`src/rtl/timer_pkg.sv`:
```
// rtl/timer_pkg.sv - shared state type and default width for countdown_timer
package timer_pkg;

    // Default bit width of the count, load value and reload register
    localparam int DEFAULT_WIDTH = 8;

    // Controller states; busy is asserted in ST_RUN and ST_PAUSED only
    typedef enum logic [1:0] {
        ST_IDLE   = 2'd0,
        ST_RUN    = 2'd1,
        ST_PAUSED = 2'd2,
        ST_DONE   = 2'd3
    } state_t;

    // True while a countdown is in progress (running or frozen)
    function automatic logic state_is_busy(input state_t s);
        return (s == ST_RUN) || (s == ST_PAUSED);
    endfunction

endpackage

```
`src/rtl/countdown_timer.sv`:
```
// rtl/countdown_timer.sv - loadable countdown timer, one-shot or periodic (COUNTDOWN_TIMER_AUTO_RELOAD_EN)
module countdown_timer
    import timer_pkg::*;
#(
    parameter int WIDTH = DEFAULT_WIDTH
) (
    input  logic             clk,
    input  logic             reset,
    input  logic             en,
    input  logic             load,
    input  logic [WIDTH-1:0] load_val,
    input  logic             start,
    input  logic             pause,
    output logic [WIDTH-1:0] count,
    output logic             busy,
    output logic             done
);

    localparam logic [WIDTH-1:0] ONE = WIDTH'(1);

    state_t           state;
    state_t           next_state;
    logic [WIDTH-1:0] reload;
    logic [WIDTH-1:0] next_count;
    logic [WIDTH-1:0] next_reload;
    logic             next_done;

    // State register
    always_ff @(posedge clk) begin
        if (reset) begin
            state <= ST_IDLE;
        end else begin
            state <= next_state;
        end
    end

    // Next-state and datapath decisions; load overrides pause, pause overrides start, start overrides en
    always_comb begin
        next_state  = state;
        next_count  = count;
        next_reload = reload;
        next_done   = 1'b0;

        if (load) begin
            // A load always lands in IDLE and never produces a done pulse
            next_count  = load_val;
            next_reload = load_val;
            next_state  = ST_IDLE;
        end else begin
            case (state)
                ST_IDLE: begin
                    // Nothing to count down from zero, so start is ignored then
                    if (start && (count != '0)) begin
                        next_state = ST_RUN;
                    end
                end

                ST_RUN: begin
                    if (pause) begin
                        next_state = ST_PAUSED;
                    end else if (en) begin
                        if (count > ONE) begin
                            next_count = count - ONE;
                        end else if (count == ONE) begin
                            // Terminal count: done is registered alongside the new count
                            next_done = 1'b1;
`ifdef COUNTDOWN_TIMER_AUTO_RELOAD_EN
                            next_count = reload;
`else
                            next_count = '0;
                            next_state = ST_DONE;
`endif
                        end
                        // count == 0 in RUN is unreachable; holding avoids any wrap
                    end
                end

                ST_PAUSED: begin
                    if (!pause && start) begin
                        next_state = ST_RUN;
                    end
                end

                ST_DONE: begin
                    // Restart from the last loaded value; a zero reload would finish instantly
                    if (start && (reload != '0)) begin
                        next_count = reload;
                        next_state = ST_RUN;
                    end
                end

                default: begin
                    next_state = ST_IDLE;
                end
            endcase
        end
    end

    // Registered datapath: count, reload register and the done pulse
    always_ff @(posedge clk) begin
        if (reset) begin
            count  <= '0;
            reload <= '0;
            done   <= 1'b0;
        end else begin
            count  <= next_count;
            reload <= next_reload;
            done   <= next_done;
        end
    end

    assign busy = state_is_busy(state);

endmodule

```
`config.mk`:
```
export PLATFORM = sky130hd
export DESIGN_NAME = countdown_timer
export DESIGN_NICKNAME = d
export VERILOG_FILES = /design/src/rtl/timer_pkg.sv /design/src/rtl/countdown_timer.sv
export SDC_FILE = /design/constraint.sdc
export NUM_CORES = 1
export LEC_CHECK = 0
export CORE_ASPECT_RATIO = 2
export CORE_MARGIN = 4
export CORE_UTILIZATION = 35
export CTS_BUF_LIST = sky130_fd_sc_hd__clkbuf_2 sky130_fd_sc_hd__clkbuf_4 sky130_fd_sc_hd__clkbuf_8
export CTS_CLUSTER_SIZE = 20
export DETAILED_ROUTE_END_ITERATION = 10
export HOLD_SLACK_MARGIN = 0.1
export PLACE_DENSITY = 0.65
export REMOVE_ABC_BUFFERS = 1
export SLEW_MARGIN = 20
export SYNTH_ARGS = -nofsm -noshare
export SYNTH_HDL_FRONTEND = slang
export SYNTH_SLANG_ARGS = --single-unit
```
`constraint.sdc`:
```
create_clock -name clk -period 3.6 [get_ports clk]
set_clock_uncertainty 0.15 [all_clocks]
set_input_delay 0.72 -clock clk [delete_from_list [all_inputs] [get_ports clk]]
set_output_delay 0.72 -clock clk [all_outputs]
set_load 0.05 [all_outputs]
```
==> flow_metrics.py, run 1 <==
metrics = {
    "clock_tree": {
        "resized_gates_after_cts": 0,
        "numClockSinks": 19,
        "clkLatencyLatePin_ns": 0.26,
        "clock_tree.root_cell": "sky130_fd_sc_hd__clkbuf_8",
        "clk_path_buf_depth": 2,
        "cts_tree": "built",
        "cts_setup_buffers": 0,
        "cts.htree.levels": 1,
        "worst_setup_hold_path_clk_slew_ns": 0.08,
        "cts_hold_buf": 0,
        "tritoncts.num_buffers": 3,
    },
    "floorplan": {
        "die_x_microns": 49.7,
        "core_sq_um": 3380,
        "std_cell_rows": 30,
        "floorplan.initialDensity_pct": 36.0,
        "io-pin-count": 24,
        "die_h_microns": 91.4,
        "fp.dieArea_sq_um": 4540,
    },
    "timing": {
        "worst_pin_slew_ns": 0.588,
        "post_route_clock_period_utilization_pct": 74.1,
        "finalHoldViolations": 0,
        "maxSlewHeadroom_pct": 60.4,
        "finalSetupViolations": 0,
        "achievable-frequency_ghz": 0.375,
        "finalMaxSlewViolations": 0,
        "fin_setup_tns_ns": 0,
        "fin_ws_ns": 0.933,
        "finalWorstPathRequiredPeriod_ns": 2.67,
        "unrepaired_setup_endpoints_after_global_routing": "false",
    },
    "worst_setup_path": {
        "worst-r2r-cell-count": 5,
        "required_ns": 2.73,
        "end_kind": "output pin",
        "critical_path.reg2reg.startpoint": "count[2]",
        "critical_path.endpoint": "busy",
        "crit_path_start_kind": "register",
        "criticalPathCategory": "reg2out",
        "regToRegEndpoint": "count[5]",
        "setup.reg_to_reg.worst_slack_ns": 1.22,
        "worstPathArrival_ns": 1.80,
        "cp_max_fo": 4,
        "setup.worst_path.start": "state[0]",
    },
    "placed_design": {
        "placement.io_buffers": 23,
        "finalWeightedCongestion": 0.931,
        "dp_hpwl_mm": 2.50,
        "post-place-ws_ns": 0.878,
    },
    "layout": {
        "fin_nets": 183,
        "layout-area-overhead-vs-synth_pct": 24.7,
        "final_cell_mix": "sky130_fd_sc_hd__clkdlybuf4s50_1 (23), sky130_fd_sc_hd__nor2_1 (19), sky130_fd_sc_hd__dfxtp_1 (19)",
        "drive_gt1_share_pct": 8.07,
        "mostFrequentLayoutCell": "sky130_fd_sc_hd__clkdlybuf4s50_1",
        "antenna_cells": 0,
    },
    "synth": {
        "yosysSeqAreaShare_pct": 31.3,
        "share_of_the_synthesized_area_in_the_top_cell_type_pct": 31.3,
        "postSynth.topFlopCell": "sky130_fd_sc_hd__dfxtp_1",
        "synthesis.area_per_instance_sq_um": 8.81,
        "post_synth_instance_area_sq_um": 1220,
        "netlist_top_cells_area": "sky130_fd_sc_hd__dfxtp_1 (31%), sky130_fd_sc_hd__mux2i_1 (8.2%), sky130_fd_sc_hd__ha_1 (7.2%), sky130_fd_sc_hd__nor2_1 (5.9%), sky130_fd_sc_hd__a21oi_1 (3.3%)",
        "synth.largest_area_cell": "sky130_fd_sc_hd__dfxtp_1",
        "synth-async-reset-ratio_pct": 0,
        "yosys.cell_types.count": 41,
        "synth_enable_flop_cells": 0,
        "synth_warnings": 0,
        "synth_cells": 138,
        "ys_seq_elements": 19,
    },
    "detailed_routing": {
        "dr_total_vias": 1182,
        "detail_route.iter0.violations": 83,
        "avgViaCountPerCell": 6.12,
        "drc": 0,
        "detail_route.first_pass.iterations": 4,
        "final_antenna_net_count": 0,
        "detail_route.wl_per_cell_microns": 16.5,
        "wl_mm": 3.18,
    },
    "global_route": {
        "number_of_antenna_violations_at_the_first_check_in_global_routing": 0,
        "pin_count_of_the_biggest_net_entering_global_routing": 20,
        "via_count_of_the_first_global_routing_pass": 1165,
        "globalRouteOverflowTotal": 0,
        "gr-usage-all-layers_pct": 15.0,
        "grt_pass1_wl_mm": 5.37,
    },
    "job": {
        "drv_cap": 0,
    },
    "power_and_ir_drop": {
        "cellLeakagePower_nw": 0.573,
        "cellPowerDensity_nw_per_um2": 475,
        "max-vdd-ir-drop_mv": 0.294,
    },
    "run_status": {
        "run_status": "finished clean",
    },
    "worst_hold_path": {
        "timing.hold.worst.class": "reg2reg",
    },
}
==> worst max-delay path, stage by stage (launching register included) <==
cell and delay (ns):
sky130_fd_sc_hd__dfxtp_1 0.38, sky130_fd_sc_hd__inv_1 0.09, sky130_fd_sc_hd__ha_1 0.27, sky130_fd_sc_hd__clkdlybuf4s50_1 0.79
==> metrics by stage <==
stage | power [mW] | std cells | hold WS, ns | area, sq um | utilization, %
after floorplan | 0.465 | 131 | 0.318 | 1170 | -
after global placement | 0.556 | 189 | 0.332 | 1470 | 43.4
after detailed placement | 0.560 | 189 | 0.347 | 1470 | 43.4
after CTS | 0.720 | 193 | 0.364 | 1520 | 44.9
after global routing | 0.761 | 193 | 0.404 | 1520 | 44.9
final | 0.720 | 193 | 0.358 | 1520 | 44.9
==> registers in the layout, summed over array words and instances (netlist names) <==
name / cells
reload: 8
done: 1
state: 2
count: 8
==> synthesized netlist by cell type, drive strengths merged (3+ instances only) <==
cell type   n
nor4        3
a311oi      3
inv         6
clkbuf      4
o31ai       5
buf         3
ha          7
nand2      10
nor3        5
or4         3
a21oi       8
nor2b       3
o311ai      4
nor2       19
mux2i      10
dfxtp      19
==> cells by family (layout without fill, tap and decap cells) <==
| kind of cell | Yosys count | after routing | synth area share [%] |
|---|---|---|---|
| AND/OR/NAND/NOR | 49 | 49 | 20.8 |
| AO/OA/AOI/OAI | 40 | 40 | 27.3 |
| flip-flops | 19 | 19 | 31.3 |
| buffers and inverters | 13 | 36 | 5.25 |
| multiplexers | 10 | 10 | 8.23 |
| adder cells (fa/ha/maj) | 7 | 7 | 7.20 |
==> how the worst min path moves through the flow <==
stage / to / start / cells past startpoint
6_report: state[0] / state[0] / 2
5_1_grt: reload[7] / reload[7] / 2
4_1_cts: state[0] / state[0] / 2
3_5_place_dp: state[0] / state[0] / 2
3_3_place_gp: state[1] / state[1] / 2
2_1_floorplan: state[1] / state[1] / 2
==> cell type report <==
class / count / area, sq um
Multi-Input combinational cell: 106 / 772
Clock inverter: 1 / 7.51
Sequential cell: 19 / 380
Timing Repair Buffer: 26 / 253
Tap cell: 32 / 40.0
Fill cell: 339 / 1860
Inverter: 6 / 22.5
Clock buffer: 3 / 41.3
==> per-layer routing <==
| layer | global-route usage (%) | wire [microns] | up-vias |
|---|---|---|---|
| li1 | - | - | 580 |
| met1 | 15.9 | 1170 | 550 |
| met2 | 26.3 | 1750 | 43 |
| met3 | 2.46 | 161 | 9 |
| met4 | 9.93 | 103 | 0 |
| met5 | 0 | 0 | - |
==> where the power goes <==
| part | switching, mW | total, mW | leakage (nW) | internal [mW] |
|---|---|---|---|---|
| Clock | 0.0840 | 0.162 | 0.0217 | 0.0783 |
| Sequential | 0.0312 | 0.261 | 0.156 | 0.230 |
| Combinational | 0.178 | 0.296 | 0.396 | 0.119 |
| Total | 0.293 | 0.720 | 0.573 | 0.427 |
(Power assumes the default switching activity.)
==> run 2: changes to the inputs <==
--- a/config.mk
+++ b/config.mk
@@ -12,7 +12,7 @@
 export CTS_CLUSTER_SIZE = 20
 export DETAILED_ROUTE_END_ITERATION = 10
 export HOLD_SLACK_MARGIN = 0.1
-export PLACE_DENSITY = 0.65
+export PLACE_DENSITY = 0.67
 export REMOVE_ABC_BUFFERS = 1
 export SLEW_MARGIN = 20
 export SYNTH_ARGS = -nofsm -noshare
==> constraint.sdc (replaced) <==
create_clock -name clk -period 2.3 [get_ports clk]
set_clock_uncertainty 0.15 [all_clocks]
set_input_delay 0.46 -clock clk [delete_from_list [all_inputs] [get_ports clk]]
set_output_delay 0.46 -clock clk [all_outputs]
set_load 0.05 [all_outputs]
==> run 2 against run 1 <==
Compared with the run above: wire length increased by 9.7%; total power grew 61%; die area stayed put; clock-buffer cell count did not move; final cell count up 4.1%; non-clock buffer count rose by 8; core utilization grew 1.4 points; critical path type is now reg2reg; highest routed layer unchanged.
==> flow_metrics.py, run 2 (synthesis results as in run 1) <==
metrics = {
    "global_route": {
        "number_of_antenna_violations_at_the_first_check_in_global_routing": 0,
        "globalRouteOverflowTotal": 0,
        "via_count_of_the_first_global_routing_pass": 1188,
        "grt_pass1_wl_mm": 5.64,
        "gr-usage-all-layers_pct": 16.1,
        "pin_count_of_the_biggest_net_entering_global_routing": 18,
    },
    "floorplan": {
        "fp.dieArea_sq_um": 4540,
        "die_h_microns": 91.4,
        "core_sq_um": 3380,
        "std_cell_rows": 30,
        "die_x_microns": 49.7,
        "io-pin-count": 24,
        "floorplan.initialDensity_pct": 36.0,
    },
    "timing": {
        "fin_ws_ns": 0.114,
        "finalSetupViolations": 0,
        "finalHoldViolations": 0,
        "finalMaxSlewViolations": 0,
        "finalWorstPathRequiredPeriod_ns": 2.19,
        "post_route_clock_period_utilization_pct": 95.1,
        "achievable-frequency_ghz": 0.457,
        "maxSlewHeadroom_pct": 61.6,
        "fin_setup_tns_ns": 0,
        "worst_pin_slew_ns": 0.571,
        "unrepaired_setup_endpoints_after_global_routing": "false",
    },
    "placed_design": {
        "placed_cell_area_sq_um": 1510,
        "post-place-ws_ns": -0.0322,
        "finalWeightedCongestion": 0.847,
        "dp_hpwl_mm": 2.71,
        "placement.io_buffers": 23,
        "dp_cells": 196,
    },
    "worst_setup_path": {
        "cpMaxStageDelayCell": "sky130_fd_sc_hd__or4_1",
        "criticalPathCategory": "reg2reg",
        "path_cells": "or4_1 > o21ai_0 > and2_0 > nor2_1 > a32o_1",
        "worst_path_dominant_cell_family": "simple AND/OR/NAND/NOR gates",
        "regToRegEndpoint": "count[6]",
        "cp_max_fo": 6,
        "timing.critical_path.buf_inv": 0,
        "end_kind": "register",
        "crit_path_start_kind": "register",
        "worst-r2r-cell-count": 5,
        "setup.reg_to_reg.worst_slack_ns": 0.11,
        "critical_path.reg2reg.startpoint": "reload[2]",
        "critical-path-max-stage-delay_ns": 0.55,
        "setup.worst_path.start": "reload[2]",
        "cp.depth": 5,
        "worstPathArrival_ns": 2.20,
        "required_ns": 2.32,
        "critical_path.endpoint": "count[6]",
    },
    "layout": {
        "drive_gt1_share_pct": 15.4,
        "final_cell_mix": "sky130_fd_sc_hd__nor2_1 (19), sky130_fd_sc_hd__clkdlybuf4s50_1 (19), sky130_fd_sc_hd__dfxtp_1 (18)",
        "largest_registers": "count x8, reload x8, state x2",
        "final_cells": 201,
        "layout-area-overhead-vs-synth_pct": 28.7,
        "post-route-cell-area_sq_um": 1570,
        "fin_nets": 191,
        "antenna_cells": 0,
    },
    "clock_tree": {
        "cts_tree": "built",
        "clkLatencyLatePin_ns": 0.27,
        "cts.htree.levels": 1,
        "tritoncts.num_buffers": 3,
        "cts_hold_buf": 0,
        "clock_tree.root_cell": "sky130_fd_sc_hd__clkbuf_8",
        "clk_path_buf_depth": 2,
        "worst_setup_hold_path_clk_slew_ns": 0.08,
        "numClockSinks": 19,
    },
    "power_and_ir_drop": {
        "cellLeakagePower_nw": 0.624,
        "totalPowerFinal_mw": 1.16,
        "cellPowerDensity_nw_per_um2": 739,
        "max-vdd-ir-drop_mv": 0.413,
    },
    "detailed_routing": {
        "detail_route.first_pass.iterations": 6,
        "detail_route.wl_per_cell_microns": 17.4,
        "met1_length_mm": 1.30,
        "avgViaCountPerCell": 6.15,
        "routed-wl-met3_microns": 170,
        "wl_mm": 3.49,
        "dr_total_vias": 1236,
        "detail_route.iter0.violations": 71,
        "drc": 0,
        "met2RoutedLength_mm": 1.93,
        "final_antenna_net_count": 0,
        "top_signal_layer_used": "met4",
    },
    "worst_hold_path": {
        "timing.hold.worst.class": "reg2reg",
    },
    "job": {
        "drv_cap": 0,
    },
    "run_status": {
        "run_status": "finished clean",
    },
}
[run 2: cell count changes in the layout (fill, tap and decap cells not counted), sizes merged]
| cell | previous run | this run |
|---|---|---|
| clkinv | 0 | 1 |
| clkinvlp | 1 | 0 |
| buf | 3 | 15 |
| clkdlybuf4s50 | 23 | 19 |
[run 2: per-stage QoR]
stage | hold slack [ns] | util (%)
4_1_cts | 0.363 | 46.1
3_5_place_dp | 0.352 | 44.7
6_report | 0.364 | 46.3
2_1_floorplan | 0.318 | -
5_1_grt | 0.413 | 46.3
3_3_place_gp | 0.331 | 44.7
[run 2: per-layer routing]
layer | global-route usage, % | vias up
met5 | 0 | -
met4 | 8.55 | 0
met3 | 1.81 | 7
met2 | 30.4 | 49
met1 | 16.3 | 587
li1 | - | 593
[run 2: where the power goes]
group	internal (mW)	switching (mW)	total, mW	leakage, nW
sequential	0.360	0.0374	0.398	0.156
clock	0.121	0.128	0.249	0.0255
combinational	0.206	0.305	0.511	0.442
[run 2: cell type report]
type | count | area (sq um)
clock buffers | 3 | 41.3
clock inverters | 1 | 5.00
inverters | 6 | 22.5
flip-flops and latches | 19 | 382
well taps | 32 | 40.0
fillers | 358 | 1810
multi-input cells | 106 | 772
repair buffers | 34 | 303
[run 2: timing repair]
action                                 in CTS  in global routing
endpoints found under the hold margin       0                  0
gates resized for setup                     0                  1
buffers inserted                            0                  1
setup endpoints to repair                   0                  8
[run 2: worst min path at each step]
stage	end	cells past startpoint	start	slack, ns
after detailed placement	state[0]	2	state[0]	0.35
final	state[0]	2	state[0]	0.36
after global routing	reload[7]	2	reload[7]	0.41
after global placement	state[1]	2	state[1]	0.33
after CTS	state[0]	2	state[0]	0.36
after floorplan	state[1]	2	state[1]	0.32
[run 2: worst register-to-register path: cells and delay by family, from the launching register on]
| kind | cells | cell delay (ns) |
|---|---|---|
| DFF | 1 | 0.32 |
| and+or+nand+nor | 3 | 1.05 |
| AOI/OAI and AO/OA | 2 | 0.58 |
